## config.mk

```make
export PLATFORM = sky130hd
export DESIGN_NAME = muldiv_sequencer
export DESIGN_NICKNAME = d
export VERILOG_FILES = /design/src/rtl/muldiv_sequencer.sv
export SDC_FILE = /design/constraint.sdc
export NUM_CORES = 1
export LEC_CHECK = 0
export BUFFER_PORTS_ARGS = -buffer_cell sky130_fd_sc_hd__buf_2
export CAP_MARGIN = 20
export CORE_ASPECT_RATIO = 1.75
export CORE_MARGIN = 2
export CORE_UTILIZATION = 55
export CTS_CLUSTER_DIAMETER = 30
export CTS_CLUSTER_SIZE = 10
export DETAILED_ROUTE_END_ITERATION = 7
export GPL_ROUTABILITY_DRIVEN = 0
export PLACE_DENSITY = 0.83
export SLEW_MARGIN = 20
export SYNTH_ARGS = -nofsm -noshare
export SYNTH_HDL_FRONTEND = slang
export SYNTH_SLANG_ARGS = --single-unit
```

## constraint.sdc

```tcl
create_clock -name clk -period 4.2 [get_ports clk]
set_input_delay 0.21 -clock clk [delete_from_list [all_inputs] [get_ports clk]]
set_output_delay 0.21 -clock clk [all_outputs]
set_load 0.02 [all_outputs]
```

## src/rtl/muldiv_sequencer.sv

```systemverilog
// muldiv_sequencer: multi-cycle shift-add mult/multu unit that owns HI/LO and stalls the pipeline on hazards
module muldiv_sequencer #(
    parameter int W = 32
) (
    input  logic         clk,
    input  logic         rst,
    input  logic         start_EX,
    input  logic         signed_EX,
    input  logic [W-1:0] a_EX,
    input  logic [W-1:0] b_EX,
    input  logic         hilo_rd_EX,
    output logic         stall,
    output logic         busy,
    output logic         done,
    output logic [W-1:0] hi,
    output logic [W-1:0] lo
);
    localparam int CW = $clog2(W);
    typedef enum logic [1:0] {IDLE, RUN, FIX} state_t;
    state_t state;
    logic [2*W-1:0] acc, mcand, res;
    logic [W-1:0] mplier, a_mag, b_mag;
    logic [CW-1:0] cnt;
    logic neg;
    always_comb begin
        a_mag = (signed_EX && a_EX[W-1]) ? -a_EX : a_EX;
        b_mag = (signed_EX && b_EX[W-1]) ? -b_EX : b_EX;
        res   = neg ? -acc : acc;
    end
    assign stall = busy & (hilo_rd_EX | start_EX);
    always_ff @(posedge clk) begin
        if (rst) begin
            state  <= IDLE;
            hi     <= '0;
            lo     <= '0;
            done   <= 1'b0;
            busy   <= 1'b0;
            cnt    <= '0;
            acc    <= '0;
            mcand  <= '0;
            mplier <= '0;
            neg    <= 1'b0;
        end else begin
            case (state)
                IDLE: if (start_EX) begin
                    mcand  <= {{W{1'b0}}, a_mag};
                    mplier <= b_mag;
                    neg    <= signed_EX & (a_EX[W-1] ^ b_EX[W-1]);
                    acc    <= '0;
                    cnt    <= CW'(W-1);
                    busy   <= 1'b1;
                    state  <= RUN;
                end
                RUN: begin
                    acc    <= acc + (mplier[0] ? mcand : '0);
                    mcand  <= mcand << 1;
                    mplier <= mplier >> 1;
                    cnt    <= cnt - 1'b1;
                    if (cnt == '0) begin
                        done  <= 1'b1;
                        state <= FIX;
                    end
                end
                FIX: begin
                    hi    <= res[2*W-1:W];
                    lo    <= res[W-1:0];
                    done  <= 1'b0;
                    busy  <= 1'b0;
                    state <= IDLE;
                end
                default: state <= IDLE;
            endcase
        end
    end
endmodule

```

=== Yosys cells after proc, flatten, opt, wreduce, memory -nomap -nowiden ===
Cells that the tools add are included.
W data, S select, Z words.

* Mux-type cells: 19
* $lt $le $gt $ge: 0
* Bitwise operators: 4
* Shift operators: 0
* Reduce and logical (&&, ||, !) cells: 12
* Div/mod/pow operators: 0
* Equal/unequal tests: 4
* Add/subtract/negate cells: 5
* Multipliers: 0

{| class="wikitable"
|+ Operator list
! operator !! number
|-
| $mux W64 || 4
|-
| $pmux W64 S2 || 2
|-
| $mux W32 || 3
|-
| $add A64 B64 Y64 || 1
|-
| $neg A32 Y32 || 2
|-
| $neg A64 Y64 || 1
|-
| $pmux W32 S2 || 1
|-
| $pmux W5 S2 || 1
|-
| $reduce_and A2 Y1 || 5
|-
| $reduce_bool A2 Y1 || 3
|-
| $logic_not A5 Y1 || 1
|-
| $mux W5 || 1
|-
| $sub A5 B1 Y5 const B || 1
|-
| $mux W2 || 2
|-
| $ne A2 B2 Y1 const B || 2
|-
| $pmux W1 S2 || 2
|-
| $pmux W2 S2 || 1
|-
| $and A1 B1 Y1 || 2
|-
| $eq A2 B1 Y1 const B || 1
|-
| $eq A2 B2 Y1 const B || 1
|-
| $logic_and A1 B1 Y1 || 2
|-
| $logic_not A2 Y1 || 1
|-
| $mux W1 || 2
|-
| $or A1 B1 Y1 || 1
|-
| $xor A1 B1 Y1 || 1
|}

* Bits in writable memories: 0
* Memories: 0
* Memory bits (read-only): 0
* Output and inout bits: 67
* Register bits after elaboration: 234
* Latch bits: 0
* Word-level logic and storage cells: 54

=== Longest topological paths before layout ===
Gate-level depths: netlist (run 1).

* Depth in word-level cells: 4
* Mapped depth: 16

=== Worst setup path before layout (run 1) ===
No wires, ideal clock.

* Path type: register to register
* Start: register mplier[0]
* End: register acc[59]
* Data arrival time: 3.554 ns
* Stages on the path, launching flop included: 16
* Period minus slack after synthesis: 3.677 ns
* Path buffers: 3
* Required time: 4.078 ns
* Library setup time: 0.122 ns
* Path slack: 0.523 ns
* Path through: dfxtp_1 clkbuf_1 clkbuf_1 and2_1 ha_1 clkbuf_1 a21oi_1 o21ai_0 a2111o_1 a221oi_1 o21ai_0 o31ai_1 a2111oi_0 nor3_1 mux2i_1 nand3_1

* Longest elaborated chain between the ends: 3

{| class="wikitable"
|+ Ends and longest elaborated chain
! item !! RTL line !! text
|-
| start, declared || 22 || <nowiki>logic [W-1:0] mplier, a_mag, b_mag;</nowiki>
|-
| start signal, assigned || 47 || <nowiki>mplier <= b_mag;</nowiki>
|-
| start signal, assigned || 57 || <nowiki>mplier <= mplier >> 1;</nowiki>
|-
| $mux W64 || 55 || <nowiki>acc <= acc + (mplier[0] ? mcand : '0);</nowiki>
|-
| $add A64 B64 Y64 || 55 ||
|-
| $pmux W64 S2 || 44 || <nowiki>case (state)</nowiki>
|-
| end signal, assigned || 55 ||
|-
| end, declared || 21 || <nowiki>logic [2*W-1:0] acc, mcand, res;</nowiki>
|}

No other way between the ends.
A chain may end at the register's enable or synchronous reset.

=== Worst setup path after layout (run 1) ===
* Start: register mplier[0]
* End: register acc[30]

The elaborated chain is that of the path after synthesis.

==> results of run 1 <==
[state kept, by name, summed over array words and instances, names as in the netlist]
signal,cells
state,2
acc,64
neg,1
hi,32
done,1
cnt,5
mcand,64
lo,32
mplier,32
busy,1
[kinds of logic after synthesis]
| kind of cell | synth area share (%) |
|---|---|
| simple gates | 19.9 |
| compound gates | 27.2 |
| xor+xnor | 10.7 |
| buf+inv | 4.01 |
| fa+ha+maj | 5.96 |
| flops | 32.0 |
| mux | 0.205 |
[power by group]
group	internal (mW)	switching, mW	leakage [nW]
Clock	1.89	1.10	0.577
Sequential	2.33	0.0865	1.90
Combinational	0.274	0.515	4.51
[cell usage in the layout (no fill, tap or decap), drive strengths merged, types with 38 or more instances in the layout]
master,n
a22o,39
dfxtp,234
nor2,225
ha,68
a211oi,65
and2,77
a21oi,118
xnor2,72
o21ai,114
clkbuf,45
nand2,132
xor2,107
buf,160
a222oi,38
[worst max-delay path by stage]
| stage | slack, ns | from | endpoint |
|---|---|---|---|
| finish | 0.32 | mplier[0] | acc[30] |
| global route | 0.06 | mplier[0] | acc[59] |
| CTS | 0.25 | mplier[0] | acc[59] |
| detailed placement | 0.30 | mplier[0] | acc[59] |
| global placement | 0.41 | mplier[0] | acc[59] |
| floorplan | 0.52 | mplier[0] | acc[59] |
[layout make-up]
type	instances	area (sq um)
repair buffers	161	888
well taps	324	405
multi-input cells	1431	9380
fillers	2203	9700
inverters	33	124
clock buffers	45	1010
flip-flops and latches	234	4690
clock inverters	18	203
[critical path, stage by stage, from the launching register on]
cell and delay, ns:
dfxtp_1 0.35, buf_4 0.20, and2_1 0.16, ha_1 0.21
inv_1 0.08, fa_1 0.22, nor2b_1 0.08, o2111ai_1 0.30
a21oi_1 0.16, o21ai_0 0.40, a211oi_1 0.18, nor4b_1 0.46
o21ai_0 0.17, a21oi_1 0.19, xor2_1 0.43, o21ai_0 0.13
[per-stage QoR]
step	utilization, %	power (mW)	setup slack (ns)	hold WS, ns	cell area (sq um)
final	63.3	6.20	0.316	0.0114	16700
after global routing	63.3	6.40	0.0576	0.0429	16700
after CTS	63.2	6.21	0.251	0.0146	16700
after detailed placement	58.6	3.23	0.296	0.435	15500
after global placement	58.6	3.21	0.408	0.434	15500
after floorplan	-	2.98	0.523	0.358	14600
[cell usage after synthesis (all sizes together), types with 3 or more instances]
library cell and number:
and3 10, inv 33, nor3 23, a21oi 118
and2 77, a2111oi 12, o2111ai 4, nand4 18
buf 5, nand2 132, or3 24, clkbuf 116
mux2i 3, or4 15, o41ai 14, a22oi 29
o31ai 32, nor3b 7, nor4b 3, nor4 11
nor2b 9, a21boi 5, a221o 5, a211oi 65
a222oi 38, or2 9, ha 68, o21ai 114
nand3b 4, o21bai 20, o21a 11, nand2b 10
nand3 24, a21o 32, a22o 39, xnor2 72
nor2 225, a31oi 10, xor2 107, o211ai 3
dfxtp 234
[routing by layer]
metal  part of all wire (%)  GRT usage, %  routed length [microns]  up-vias
met4                    7.2          20.0                     3000        0
met1                     36          29.5                    14800     6711
met3                    5.3          3.96                     2210      205
li1                       -             -                        -     6805
met5                      0             0                        0        -
met2                     52          54.3                    21700      567
[what timing repair did]
item | in CTS | in global routing
setup endpoints to repair | 0 | 1
hold buffers | 1 | 0
endpoints found under the hold margin | 1 | 0
resized for setup | 0 | 1
==> metrics.csv, run 1 <==
stage;metric;value;unit
detailed_routing;Via density;6.36;
logic_synthesis;Post-synth ARST share;0;%
floorplanning;Initial Util;55.4;%
worst_setup_path;R2R setup slack;0.32;ns
detailed_routing;WL final;41.7;mm
detailed_routing;Post-route DRC;13;
worst_setup_path;R2R Path Start;mplier[0];
worst_setup_path;CP Capture Type;register;
logic_synthesis;Area contributors post-synth;dfxtp_1, xor2_1, ha_1;
run_status;outcome;finished, violations left;
logic_synthesis;distinct cell type count after synthesis;68;
worst_setup_path;Max Fanout on Critical Path;18;
hold_path;HP Start;a_EX[0];
place;Placed Cells;2182;
floorplanning;die area;0.0279;sq mm
detailed_routing;drt first pass iters;8;
worst_setup_path;Critical Path RT;4.57;ns
timing;Worst-Margin Slew;1.09;ns
detailed_routing;DR iter-0 viols;1135;
layout;fraction of layout cells with a size suffix above 1;12.7;%
logic_synthesis;Yosys reg bits;234;
hold_path;Hold WC Path Type;in2reg;
logic_synthesis;Synth top area share;32.0;%
worst_setup_path;Worst R2R Path Depth;15;
logic_synthesis;cell taking the most area after synthesis;dfxtp_1;
logic_synthesis;sequential element share of the synthesized area;32.0;%
layout;nets;2036;
logic_synthesis;Post-synth EDFFs;0;
hold_path;hold path cells;3;
global_route;initial antenna violation count;0;
logic_synthesis;Top FF cell, synth;dfxtp_1;
worst_setup_path;Startpoint Class;register;
power_and_ir_drop;power density over the cells;371;mW/mm^2
logic_synthesis;yosys warns;0;
global_route;largest net degree at the start of global routing;85;
logic_synthesis;total nets after synthesis;1957;
floorplanning;I/O pins;136;
clock_network;Reg clk slew, reported paths;0.05;ns
layout;# diodes;0;
floorplanning;core area;0.0264;sq mm
clock_network;# clock sinks;234;
timing;Slew Limit Fails;0;
worst_setup_path;reg2reg end;acc[30];
worst_setup_path;critical path arrival;4.26;ns
detailed_routing;wire length per cell;18.6;microns
layout;Final Non-Filler Cells;2246;
logic_synthesis;synthesized cell area;0.0146;sq mm
worst_setup_path;crit path kind;reg2reg;
power_and_ir_drop;Leak;6.98;nW
layout;Area Overhead vs Synth;14.2;%
floorplanning;Core Rows;79;
floorplanning;Die Y;220;microns
timing;RSZ-0062 raised after global routing;no;
clock_network;CTS buffer count;37;
clock_network;CTS Root Cell;clkbuf_16;
timing;Max Freq;257;MHz
global_route;total gr overflow;0;
logic_synthesis;Syn Area/Cell;8.04;sq um
power_and_ir_drop;maximum VDD drop;0.242;mV
clock_network;Skew-Pair Late Insertion Delay;0.53;ns
place;port buffer count;135;
clock_network;H-tree depth;2;
global_route;Total GRT Usage;29.1;%
hold_path;hold path endpoint;mcand[0];
clock_network;Bufs on Longest Clock Path;3;
logic_synthesis;Mapped Cells;1819;
job;max cap viols;0;
timing;Hold Vio Cnt, Final;0;
timing;TNS Setup;0;ns
timing;final setup fails;0;
timing;fin crit period;3.88;ns
timing;Final period util;92.5;%
clock_network;CTS tree;yes;
clock_network;Post-CTS Setup Bufs;0;
detailed_routing;Via Count;14300;
global_route;global-route wire length before repair;66.5;mm
timing;Slew Limit Headroom;26.9;%
timing;Worst Clk Skew;0.0200;ns
global_route;vias in the first global route;14000;
run_status;failing checks;DRC;
detailed_routing;Final ANT Viol Nets;0;
place;DPL Wire Length;30.0;mm
floorplanning;DIE WIDTH;127;microns
Power figures use the tool's default switching activity.
==> run 2, diff against run 1 <==
==> constraint.sdc (replaced) <==
create_clock -name clk -period 4.2 [get_ports clk]
set_input_delay 0.42 -clock clk [delete_from_list [all_inputs] [get_ports clk]]
set_output_delay 0.42 -clock clk [all_outputs]
set_load 0.02 [all_outputs]
==> metrics.csv, run 2 (synthesis gave the netlist of run 1 again) <==
stage;metric;value;unit
run_status;outcome;complete, no violations;
worst_setup_path;critical path arrival;4.33;ns
layout;leading cell type in the layout, fill and taps excluded;dfxtp_1;
detailed_routing;WL final;41.8;mm
clock_network;CTS Root Cell;clkbuf_16;
power_and_ir_drop;maximum VDD drop;0.280;mV
timing;Hold Vio Cnt, Final;0;
floorplanning;DIE WIDTH;127;microns
floorplanning;core area;0.0264;sq mm
power_and_ir_drop;Leak;7.02;nW
clock_network;H-tree depth;2;
place;DPL Wire Length;30.1;mm
floorplanning;Initial Util;55.4;%
clock_network;CTS tree;yes;
worst_setup_path;Critical Path RT;4.61;ns
layout;most frequent cells in the layout;dfxtp_1, nor2_1, buf_2, nand2_1, a21oi_1;
timing;Slew Limit Headroom;33.5;%
timing;final setup fails;0;
floorplanning;Die Y;220;microns
floorplanning;I/O pins;136;
timing;Slew Limit Fails;0;
layout;Final Non-Filler Cells;2242;
place;Placed Cells;2180;
global_route;initial antenna violation count;0;
clock_network;Reg clk slew, reported paths;0.05;ns
layout;Fillers;2241;
layout;Regs by FF count;acc x64, mcand x64;
place;port buffer count;135;
worst_setup_path;Max Fanout on Critical Path;25;
timing;RSZ-0062 raised after global routing;no;
power_and_ir_drop;total power;6.43;mW
worst_setup_path;CP Capture Type;register;
layout;nets;2034;
timing;Worst-Margin Slew;0.997;ns
worst_setup_path;Startpoint Class;register;
worst_setup_path;crit path kind;reg2reg;
detailed_routing;Post-route DRC;0;
clock_network;PostCTS Resize Cnt;0;
layout;fraction of layout cells with a size suffix above 1;12.7;%
global_route;global-route wire length before repair;66.9;mm
job;max cap viols;0;
global_route;Total GRT Usage;29.1;%
power_and_ir_drop;power density over the cells;384;mW/mm^2
detailed_routing;Via density;6.34;
worst_setup_path;R2R setup slack;0.28;ns
floorplanning;die area;0.0279;sq mm
detailed_routing;drt first pass iters;7;
layout;# diodes;0;
global_route;largest net degree at the start of global routing;92;
global_route;total gr overflow;0;
detailed_routing;wire length per cell;18.6;microns
layout;Area Overhead vs Synth;14.7;%
detailed_routing;Via Count;14200;
hold_path;Hold WC Path Type;in2reg;
clock_network;Skew-Pair Late Insertion Delay;0.53;ns
detailed_routing;DR iter-0 viols;1240;
floorplanning;Core Rows;79;
global_route;vias in the first global route;13900;
clock_network;cts-stage hold buffer count;0;
clock_network;Post-CTS Setup Bufs;0;
clock_network;# clock sinks;234;
timing;Worst Clk Skew;0.0122;ns
detailed_routing;Final ANT Viol Nets;0;
timing;Final period util;93.3;%
timing;fin crit period;3.92;ns
clock_network;CTS buffer count;37;
clock_network;Bufs on Longest Clock Path;3;
timing;TNS Setup;0;ns
timing;Max Freq;255;MHz
[run 2: changes by cell type in the layout (fill, tap and decap cells not counted), sizes merged, moves of 2 or more]
cell      change
bufinv        +4
clkbuf        -2
clkinv        -4
clkinvlp      -2
inv           +2
[run 2: through the flow]
stage	utilization, %	instance area, sq um	worst slack (ns)	hold WS, ns
4_1_cts	63.5	16800	0.321	0.185
3_3_place_gp	58.6	15500	0.425	0.435
2_1_floorplan	-	14600	0.523	0.426
5_1_grt	63.5	16800	0.0261	0.208
6_report	63.5	16800	0.281	0.194
3_5_place_dp	58.6	15500	0.271	0.436
[run 2: power breakdown]
group	switching (mW)	internal (mW)	leakage (nW)
Sequential	0.0920	2.33	1.90
Clock	1.10	2.13	0.624
Combinational	0.507	0.273	4.50
Total	1.70	4.74	7.02
[run 2: routing by layer]
metal | part of all wire, % | routed length (microns) | GRT usage (%)
met1 | 36 | 15100 | 30.4
met4 | 6.5 | 2700 | 18.1
met3 | 5.1 | 2150 | 4.27
met2 | 52 | 21900 | 54.0
met5 | 0 | 0 | 0
[run 2: cell type report]
class	instances	area, sq um	area share [%]
inverters	33	124	0.739
multi-input cells	1431	9380	56.0
well taps	324	405	2.42
clock buffers	43	1000	5.96
clock inverters	18	298	1.78
repair buffers	159	871	5.19
flip-flops and latches	234	4690	28.0
[run 2: worst paths after layout]
path	to	startpoint	cells past startpoint
min reg2reg	done	done	1
min	mcand[31]	a_EX[31]	3
max reg2reg	acc[59]	mplier[0]	13
max	acc[59]	mplier[0]	13
[run 2: worst max-delay path: stages, from the launching register on]
cell and delay [ns]:
dfxtp_1 0.37, buf_4 0.26, and2_1 0.16, ha_1 0.30
a21oi_1 0.23, o21ai_0 0.17, a2111o_1 0.45, a221oi_1 0.33
o21ai_0 0.25, o31ai_2 0.43, a2111oi_0 0.17, nor3_1 0.35
mux2i_1 0.24, nand3_1 0.09
